===== src/rtl/seg_display_scheduler_if.sv =====
// Display-sharing bus: two requesters' level requests and values in, the grant and board pin drive out.
// Latency: n/a (wires only).
// Backpressure: none; req is a level request and gnt is its acknowledgement.
interface seg_display_scheduler_if;
    logic [1:0] req;
    logic [3:0] data_a;
    logic [3:0] data_b;
    logic [1:0] gnt;
    logic       busy;
    logic [6:0] seg;
    logic [3:0] an;
    logic       dp;

    modport master (
        output req, data_a, data_b,
        input  gnt, busy, seg, an, dp
    );

    modport slave (
        input  req, data_a, data_b,
        output gnt, busy, seg, an, dp
    );
endinterface


===== src/rtl/seg_display_scheduler.sv =====
// Shares the 4-digit 7-seg display between requesters A/B: round-robin arbiter with min hold, anode scan, encode.
// Latency: req->gnt 1 cycle; all outputs registered; seg is encoded for the anode that goes live on the same edge.
// Backpressure: level req/gnt only; one dead cycle on every A<->B switch. SCHED_FIXED_PRIO_EN selects fixed A priority.
module seg_display_scheduler #(
    parameter int REFRESH_CNT = 65000,
    parameter int HOLD_FRAMES = 256
) (
    input  logic                   clk,
    input  logic                   rst_n,
    seg_display_scheduler_if.slave bus
);

    localparam int RW = (REFRESH_CNT > 1) ? $clog2(REFRESH_CNT) : 1;
    localparam int HW = $clog2(HOLD_FRAMES + 1);

    localparam logic [6:0] SEG_BLANK = 7'b1111111;
    localparam logic [6:0] SEG_MINUS = 7'b0111111;
    localparam logic [6:0] SEG_OWN_A = 7'b0001000;
    localparam logic [6:0] SEG_OWN_B = 7'b0000011;

    typedef enum logic [1:0] {
        S_IDLE   = 2'd0,
        S_GRANT  = 2'd1,
        S_SWITCH = 2'd2
    } state_t;

    function automatic logic [6:0] f_digit(input logic [4:0] mag);
        logic [6:0] pat;
        case (mag)
            5'd0:    pat = 7'b1000000;
            5'd1:    pat = 7'b1111001;
            5'd2:    pat = 7'b0100100;
            5'd3:    pat = 7'b0110000;
            5'd4:    pat = 7'b0011001;
            5'd5:    pat = 7'b0010010;
            5'd6:    pat = 7'b0000010;
            5'd7:    pat = 7'b1111000;
            5'd8:    pat = 7'b0000000;
            default: pat = SEG_BLANK;
        endcase
        return pat;
    endfunction

    state_t        r_state;
    logic          r_owner;
    logic [HW-1:0] r_hold;
    logic [RW-1:0] r_refresh;
    logic [3:0]    r_an;
    logic [6:0]    r_seg;
    logic [1:0]    r_gnt;
    logic          r_busy;
`ifndef SCHED_FIXED_PRIO_EN
    logic          r_ptr;
    logic          w_ptr_nxt;
`endif

    state_t        w_state_nxt;
    logic          w_owner_nxt;
    logic [HW-1:0] w_hold_nxt;
    logic          w_roll;
    logic          w_frame;
    logic [3:0]    w_an_nxt;
    logic          w_own_req;
    logic          w_other_req;
    logic          w_preempt;
    logic [1:0]    w_gnt_nxt;
    logic [3:0]    w_val;
    logic [4:0]    w_sext;
    logic [4:0]    w_mag;
    logic [6:0]    w_seg_nxt;

    // Scan timing: a frame boundary is the rollover that leaves the last digit.
    assign w_roll   = (r_refresh == RW'(REFRESH_CNT - 1));
    assign w_frame  = w_roll && (r_an == 4'b0111);
    assign w_an_nxt = w_roll ? {r_an[2:0], r_an[3]} : r_an;

    assign w_own_req   = bus.req[r_owner];
    assign w_other_req = bus.req[~r_owner];
`ifdef SCHED_FIXED_PRIO_EN
    assign w_preempt   = w_other_req && r_owner;
`else
    assign w_preempt   = w_other_req;
`endif

    always_comb begin
        w_state_nxt = r_state;
        w_owner_nxt = r_owner;
        w_hold_nxt  = r_hold;
`ifndef SCHED_FIXED_PRIO_EN
        w_ptr_nxt   = r_ptr;
`endif
        case (r_state)
            S_IDLE: begin
                if (|bus.req) begin
                    w_state_nxt = S_GRANT;
                    w_hold_nxt  = '0;
                    if (bus.req == 2'b11) begin
`ifdef SCHED_FIXED_PRIO_EN
                        w_owner_nxt = 1'b0;
`else
                        w_owner_nxt = r_ptr;
`endif
                    end else begin
                        w_owner_nxt = bus.req[1];
                    end
                end
            end
            S_GRANT: begin
                if (!w_own_req) begin
                    w_state_nxt = S_IDLE;
                    w_hold_nxt  = '0;
`ifndef SCHED_FIXED_PRIO_EN
                    w_ptr_nxt   = ~r_owner;
`endif
                end else if (r_hold == HW'(HOLD_FRAMES)) begin
                    w_hold_nxt = '0;
                    if (w_preempt) begin
                        w_state_nxt = S_SWITCH;
`ifndef SCHED_FIXED_PRIO_EN
                        w_ptr_nxt   = ~r_owner;
`endif
                    end
                end else if (w_frame) begin
                    w_hold_nxt = r_hold + HW'(1);
                end
            end
            S_SWITCH: begin
                w_state_nxt = S_GRANT;
                w_owner_nxt = ~r_owner;
                w_hold_nxt  = '0;
            end
            default: begin
                w_state_nxt = S_IDLE;
                w_hold_nxt  = '0;
            end
        endcase
    end

    assign w_gnt_nxt = (w_state_nxt == S_GRANT) ? (w_owner_nxt ? 2'b10 : 2'b01) : 2'b00;
    assign w_val     = w_owner_nxt ? bus.data_b : bus.data_a;
    assign w_sext    = {w_val[3], w_val};
    assign w_mag     = w_val[3] ? (~w_sext + 5'd1) : w_sext;

    // Encode against the next grant and next anode so seg, an and gnt change together.
    always_comb begin
        w_seg_nxt = SEG_BLANK;
        if (w_gnt_nxt != 2'b00) begin
            case (w_an_nxt)
                4'b1110: w_seg_nxt = f_digit(w_mag);
                4'b1101: w_seg_nxt = w_val[3] ? SEG_MINUS : SEG_BLANK;
                4'b0111: w_seg_nxt = w_owner_nxt ? SEG_OWN_B : SEG_OWN_A;
                default: w_seg_nxt = SEG_BLANK;
            endcase
        end
    end

    always_ff @(posedge clk or negedge rst_n) begin
        if (!rst_n) begin
            r_state   <= S_IDLE;
            r_owner   <= 1'b0;
            r_hold    <= '0;
            r_refresh <= '0;
            r_an      <= 4'b1110;
            r_seg     <= SEG_BLANK;
            r_gnt     <= 2'b00;
            r_busy    <= 1'b0;
`ifndef SCHED_FIXED_PRIO_EN
            r_ptr     <= 1'b0;
`endif
        end else begin
            r_state   <= w_state_nxt;
            r_owner   <= w_owner_nxt;
            r_hold    <= w_hold_nxt;
            r_refresh <= w_roll ? '0 : r_refresh + RW'(1);
            r_an      <= w_an_nxt;
            r_seg     <= w_seg_nxt;
            r_gnt     <= w_gnt_nxt;
            r_busy    <= |w_gnt_nxt;
`ifndef SCHED_FIXED_PRIO_EN
            r_ptr     <= w_ptr_nxt;
`endif
        end
    end

    assign bus.gnt  = r_gnt;
    assign bus.busy = r_busy;
    assign bus.seg  = r_seg;
    assign bus.an   = r_an;
    assign bus.dp   = 1'b1;

endmodule


===== src/flat_wrapper.sv =====
// flat-port wrapper written by rule: the top's interface ports become plain ports
module seg_display_scheduler_flat 
#(
    parameter int REFRESH_CNT = 65000,
    parameter int HOLD_FRAMES = 256
)
  (clk, rst_n, bus_req, bus_data_a, bus_data_b, bus_gnt, bus_busy, bus_seg, bus_an, bus_dp);
  seg_display_scheduler_if bus_i ();
  input  logic clk;
  input  logic rst_n;
  input wire logic [$bits(bus_i.req)-1:0] bus_req;
  input wire logic [$bits(bus_i.data_a)-1:0] bus_data_a;
  input wire logic [$bits(bus_i.data_b)-1:0] bus_data_b;
  output wire logic [$bits(bus_i.gnt)-1:0] bus_gnt;
  output wire logic [$bits(bus_i.busy)-1:0] bus_busy;
  output wire logic [$bits(bus_i.seg)-1:0] bus_seg;
  output wire logic [$bits(bus_i.an)-1:0] bus_an;
  output wire logic [$bits(bus_i.dp)-1:0] bus_dp;
  assign bus_i.req = bus_req;
  assign bus_i.data_a = bus_data_a;
  assign bus_i.data_b = bus_data_b;
  assign bus_gnt = bus_i.gnt;
  assign bus_busy = bus_i.busy;
  assign bus_seg = bus_i.seg;
  assign bus_an = bus_i.an;
  assign bus_dp = bus_i.dp;
  seg_display_scheduler #(.REFRESH_CNT(REFRESH_CNT), .HOLD_FRAMES(HOLD_FRAMES)) u_core (.clk(clk), .rst_n(rst_n), .bus(bus_i));
endmodule

===== config.mk =====
export PLATFORM = sky130hd
export DESIGN_NAME = seg_display_scheduler_flat
export DESIGN_NICKNAME = d
export VERILOG_FILES = /design/src/rtl/seg_display_scheduler_if.sv /design/src/rtl/seg_display_scheduler.sv /design/src/flat_wrapper.sv
export SDC_FILE = /design/constraint.sdc
export NUM_CORES = 1
export LEC_CHECK = 0
export ABC_AREA = 1
export BUFFER_PORTS_ARGS = -buffer_cell sky130_fd_sc_hd__buf_2
export CORE_ASPECT_RATIO = 2
export CORE_MARGIN = 4
export CORE_UTILIZATION = 55
export DETAILED_ROUTE_END_ITERATION = 12
export PLACE_DENSITY = 0.72
export SYNTH_ARGS = -nofsm -noshare
export SYNTH_HDL_FRONTEND = slang
export SYNTH_SLANG_ARGS = --single-unit

===== constraint.sdc =====
create_clock -name clk -period 3 [get_ports clk]
set_input_delay 0.6 -clock clk [delete_from_list [all_inputs] [get_ports clk]]
set_output_delay 0.6 -clock clk [all_outputs]
set_load 0.02 [all_outputs]

-- Word level (Yosys, flattened, before mapping)
Memories as Yosys holds them, arrays and structs flattened.
Cells that the tools add are included.
- flip-flop bits (word level): 43
- bits in read-only memories: 112
- input port bits: 12
- output and inout bits: 15
- word-level logic and storage cells: 69
- memories: 1
- $add $sub $neg: 3
- $lt $le $gt $ge: 2
- eq/ne operators: 14
- muxes and demuxes: 31
- bitwise operators: 2
- reduce and logical (&&, ||, !) cells: 7
- memories (name ; depth ; width ; read ports ; clocked after Yosys merged registers in ; wr ports ; RTL line ; RTL):
    (name not given) ; 16 ; 7 ; 1 ; 0 ; 0 ; seg_display_scheduler.sv:29 ; case (mag)
- operators with widths (cell ; count):
    $mux 9 ; 4
    $mux 7 ; 3
    $pmux 7 s3 ; 1
    $pmux 9 s2 ; 1
    $add 16x1->16 const B ; 1
    $eq 16x16->1 const B ; 1
    $mux 16 ; 1
    $mux 2 ; 6
    $mux 4 ; 3
    $add 9x1->9 const B ; 1
    $eq 9x9->1 const B ; 1
    $mux 1 ; 9
    $eq 4x3->1 const B ; 2
    $eq 4x4->1 const B ; 2
    $pmux 2 s3 ; 1
    $add 5x1->5 const B ; 1
    $mux 5 ; 1
    $not 5->5 ; 1
    $eq 2x1->1 const B ; 2
    $eq 2x2->1 const B ; 2
    $lt 1x2->1 const B ; 2
    $ne 2x2->1 const B ; 2
    $ne 4x3->1 const B ; 1
    $reduce_or 2->1 ; 2
    8 further kinds ; 8

-- Depth between registers and ports, before layout
An unclocked memory read counts as a cell.
- depth after elaboration: 12
- gate-level depth with buffers: 20
- depth with buffers taken out: 20

-- Worst setup path before layout
OpenSTA, ideal clock, no wires.
- kind: input -> register
- from: in bus_req[0]
- to: reg u_core.r_seg[3], in the netlist u_core.bus.seg[3]
- setup time: 0.076 ns
- arrival time: 2.395 ns
- required time: 2.924 ns
- path slack: 0.529 ns
- stages on the path: 19
- buffers on the path: 0
- cell sequence: nor2_1 > nand2_1 > nand3_2 > nand2_4 > nand2_1 > nand2_2 > inv_1 > ha_1 > inv_1 > nand2_1 > nand2_1 > inv_1 > ha_1 > inv_1 > nand3_1 > nand3_1 > nand2_1 > nand2_1 > nand2_1
- word-level cells in the longest chain between the ends: 12
- elaborated cells between the ends (all ways): 27
- classes of those cells: add/sub (1); eq/ne (2); mux (20); bitwise (1); reduce/logical (2); memory (1)
- ends and longest elaborated chain (what ; RTL line ; RTL):
    start: declaration ; flat_wrapper.sv:11 ; input wire logic [$bits(bus_i.req)-1:0] bus_req;
    $eq 2x2->1 ; seg_display_scheduler.sv:97 ; if (bus.req == 2'b11) begin
    $mux 1 ; seg_display_scheduler.sv:97 ;
    $mux 1 ; seg_display_scheduler.sv:94 ; if (|bus.req) begin
    $pmux 1 s2 ; seg_display_scheduler.sv:92 ; case (r_state)
    $mux 4 ; seg_display_scheduler.sv:140 ; assign w_val = w_owner_nxt ? bus.data_b : bus.data_a;
    $not 5->5 ; seg_display_scheduler.sv:142 ; assign w_mag = w_val[3] ? (~w_sext + 5'd1) : w_sext;
    $add 5x1->5 ; seg_display_scheduler.sv:142 ;
    $mux 5 ; seg_display_scheduler.sv:142 ;
    $mem_v2 16x7 ; - ;
    $mux 7 ; seg_display_scheduler.sv:29 ;
    $pmux 7 s3 ; seg_display_scheduler.sv:148 ; case (w_an_nxt)
    $mux 7 (*) ; seg_display_scheduler.sv:147 ; if (w_gnt_nxt != 2'b00) begin
    via u_core.w_seg_nxt[3] ; seg_display_scheduler.sv:70 ; logic [6:0] w_seg_nxt;
    end signal: assignment ; seg_display_scheduler.sv:176 ; r_seg <= w_seg_nxt;
    end: declaration ; seg_display_scheduler.sv:49 ; logic [6:0] r_seg;
The timed path passes the listed nets; every way through them passes the cells marked *. The select of a mux whose other input is x is not followed.
A chain may end at the register's enable or synchronous reset.

-- Final worst setup path
- from: reg u_core.r_state[0]
- to: reg u_core.r_seg[3], in the netlist u_core.bus.seg[3]
- word-level cells in the longest chain between the ends: 10
- elaborated cells between the ends (all ways): 22
- classes of those cells: add/sub (1); eq/ne (3); mux (14); bitwise (1); reduce/logical (2); memory (1)
- ends and longest elaborated chain (what ; RTL line ; RTL):
    start: declaration ; seg_display_scheduler.sv:44 ; state_t r_state;
    start signal: assignment ; seg_display_scheduler.sv:171 ; r_state <= w_state_nxt;
    $eq 2x2->1 or $logic_not 2->1 (tied branches) ; seg_display_scheduler.sv:92 ;
    $pmux 1 s2 ; seg_display_scheduler.sv:92 ;
    $mux 4 ; seg_display_scheduler.sv:140 ;
    $not 5->5 ; seg_display_scheduler.sv:142 ;
    $add 5x1->5 ; seg_display_scheduler.sv:142 ;
    $mux 5 ; seg_display_scheduler.sv:142 ;
    $mem_v2 16x7 ; - ;
    $mux 7 ; seg_display_scheduler.sv:29 ;
    $pmux 7 s3 ; seg_display_scheduler.sv:148 ;
    $mux 7 (*) ; seg_display_scheduler.sv:147 ;
    via u_core.w_seg_nxt[3] ; seg_display_scheduler.sv:70 ;
The timed path passes the listed nets; every way through them passes the cells marked *.

==> results.toml <==
[outcome]
status = "complete, no violations"

[detailed_routing]
viasPerCell = 5.186
vias = 2292
drt-total-wl_mm = 5.452
drt-pass1-iter-count = 4
ant_nets = 0
drtIter0Drc = 76
drc = 0
post_drt_wl_per_cell_um = 12.33

[timing]
fin_tns_setup_ps = 0
worst_slew_pin_slew_ps = 951.6
fmax_mhz = 381.4
setup_viol = 0
slew_viol_final = 0
final_hold_viol_count = 0
fin_crit_ps = 2622
max_slew_margin_pct = 36.56
setup_slack_ps = 377.9
rsz0062_at_grt = "false"
skew_ps = 13.94
min_period_over_period_pct = 87.40

[synth]
yosysUniqueCellTypes = 36
netlist_instances = 357
yosys_warnings = 0
syn_nets = 378
synth_area_um2 = 2681
ys_seq_elements = 43
ys_seq_area_share_pct = 40.60
synth.avg_cell_area_um2 = 7.511

[global_routing]
grt_max_degree = 44
grt_pass1_wl_mm = 9.770
overflow = 0
antenna_found_initial = 0
grt_use_total_pct = 20.00
grt_pass1_vias = 2360

[floorplan]
coreArea_um2 = 4686
start_util_pct = 57.22
die-height_um = 106.7
fp.dieArea_um2 = 6124
fp.dieW_um = 57.37
pin_count = 27
rows = 35

[clocking]
cts_resized = 0
clock-root-buffer = "clkbuf_8"
clk_path_buf_depth = 2
clkTransAtPathRegs_ps = 90
cts.sinks = 43
htreeDepth = 2
cts_buffers = 5
cts_tree = "built"
worstSkewPairLatency_ps = 300
cts_setup_buffers = 0
cts_hold_buf = 0

[setup_path]
path_delay_family = "simple AND/OR/NAND/NOR gates"
crit_path_frequent_cell = "nand2_1"
cp-end-kind = "flop"
crit_required_ps = 3220
worst_path_largest_cell_delay_ps = 440
critPathKind = "flop to flop"
arrival_ps = 2850
r2r-start = "u_core.r_state[0]"
cp_slowest_cell = "dfrtp_1"
worst-path-buf-inv = 4
path_cells = "nor2_1, nand3_2, nand2_4, nand2_1, nand2_2, inv_1, ha_1, inv_1, nand2_1, nand2_1, inv_1, ha_1, inv_1, nand3_1, nand3_1, nand2_1, nand2_1, nand2_1"
critPathMaxFanout = 9
critical_path.startpoint_type = "flop"
cp-startpoint = "u_core.r_state[0]"

[final_layout]
fin_cells = 442
area_growth_pct = 11.06
final_nets = 407
antenna_cells = 0
drive_gt1_share_pct = 24.29
utilization_pct = 63.55

[min_path]
hp-class = "input pin to async pin"

[pwr]
ir_worst_vdd_mv = 0.4934
finalPower_mw = 2.067
p_per_area_nw_per_um2 = 694.1
leakage_nw = 1.516

[place]
numPlacedInstances = 434
dpl.hpwl_mm = 4.321
pre_cts_ws_ps = 153.4
port_buffers = 25
gp_congestion = 0.8570

[flow_run]
drv_cap = 0
-- power breakdown --
group          switching (mW)  total, mW  internal (mW)
combinational           0.600      0.884          0.285
sequential             0.0313      0.650          0.619
clock                   0.200      0.533          0.333
-- flip-flops by register name, indices dropped and copies added (netlist names) --
register,flops
u_core.r_refresh,16
u_core.bus.an,4
u_core.bus.busy,1
u_core.bus.seg,7
u_core.r_owner,1
u_core.r_state,2
u_core.r_ptr,1
u_core.r_hold,9
u_core.bus.gnt,2
-- cell families after synthesis --
group | Yosys count | share of synthesized area, %
AOI/OAI and AO/OA | 31 | 6.953
adders and majority gates | 9 | 4.200
and+or+nand+nor | 209 | 37.70
buffers and inverters | 61 | 9.426
xor gates and xnor gates | 3 | 0.9801
DFF | 43 | 40.60
other | 1 | 0.1399
-- final cells by class --
type | count | area [µm²]
clock inverters | 2 | 60.06
flip-flops and latches | 43 | 1089
clock buffers | 6 | 72.57
repair buffers | 25 | 125.1
well taps | 55 | 68.82
inverters | 58 | 222.7
multi-input cells | 253 | 1340
fillers | 449 | 1708
-- routing by layer --
layer / part of all wire, % / track usage (%) / vias to the layer above
met5: 0 / 0 / -
met4: 2.1 / 8.789 / 0
met3: 2.8 / 2.410 / 10
met2: 58 / 38.83 / 33
met1: 37 / 20.12 / 1066
li1: - / - / 1183
-- placed cells by master, fill, tap and decap left out, types with 2 or more instances in the layout --
cell type and count:
clkinv_1 2, nand2_1 89, nand2_4 4, nor2_4 2, o21ai_2 5, nor2_1 32
a21oi_1 12, inv_2 10, nand2_2 13, a31oi_1 3, xor2_1 3, nand3_2 3
buf_2 25, inv_1 45, nor3_1 7, nor2_2 10, ha_1 9, nand3_1 40
o21ai_0 5, clkbuf_8 5, o21ai_1 4, bufinv_16 2, dfstp_2 10, dfrtp_1 33
-- worst paths after layout --
| check | end | slack (ps) | cells after the start |
|---|---|---|---|
| max | u_core.bus.seg[3] | 380 | 18 |
| min | u_core.r_refresh[4] | 430 | 1 |
| max reg2reg | u_core.bus.seg[3] | 380 | 18 |
| min reg2reg | u_core.r_refresh[0] | 460 | 1 |
| max in group asynchronous | u_core.r_refresh[3] | 1960 | 1 |
| min in group clk | u_core.r_refresh[0] | 460 | 1 |
-- cell usage after synthesis --
cell,n,share of area [%]
nand4_2,1,0.47
nor3_1,7,1.3
buf_6,2,0.84
nor2_4,2,0.84
clkinv_4,1,0.33
dfrtp_1,33,31
nor3_2,1,0.37
nor3b_1,1,0.28
inv_1,45,6.3
nand3_1,40,7.5
nand2_2,13,3.0
nand4_1,1,0.23
conb_1,1,0.14
dfstp_2,10,9.8
nand3_4,1,0.65
nand3b_1,1,0.28
nor4_1,1,0.23
nand2_1,89,12
nor2_2,10,2.3
ha_1,9,4.2
nand3_2,3,1.1
clkinv_1,2,0.28
o21ai_2,5,1.6
a31oi_1,3,0.70
o31ai_1,1,0.28
inv_2,10,1.4
nand2_4,4,1.7
a21oi_1,12,2.2
buf_4,1,0.28
o21ai_0,5,0.93
o221a_2,1,0.42
or2_1,1,0.23
and3_1,1,0.23
o21ai_1,4,0.75
nor2_1,32,4.5
xor2_1,3,0.98
-- metrics by stage --
stage,area [µm²],hold slack (ps)
after global routing,2978,478.7
after floorplan,2681,304.4
after global placement,2845,453.9
after CTS,2978,468.0
final,2978,433.3
after detailed placement,2845,457.3
Note: power is estimated with default switching activity, not from simulation.
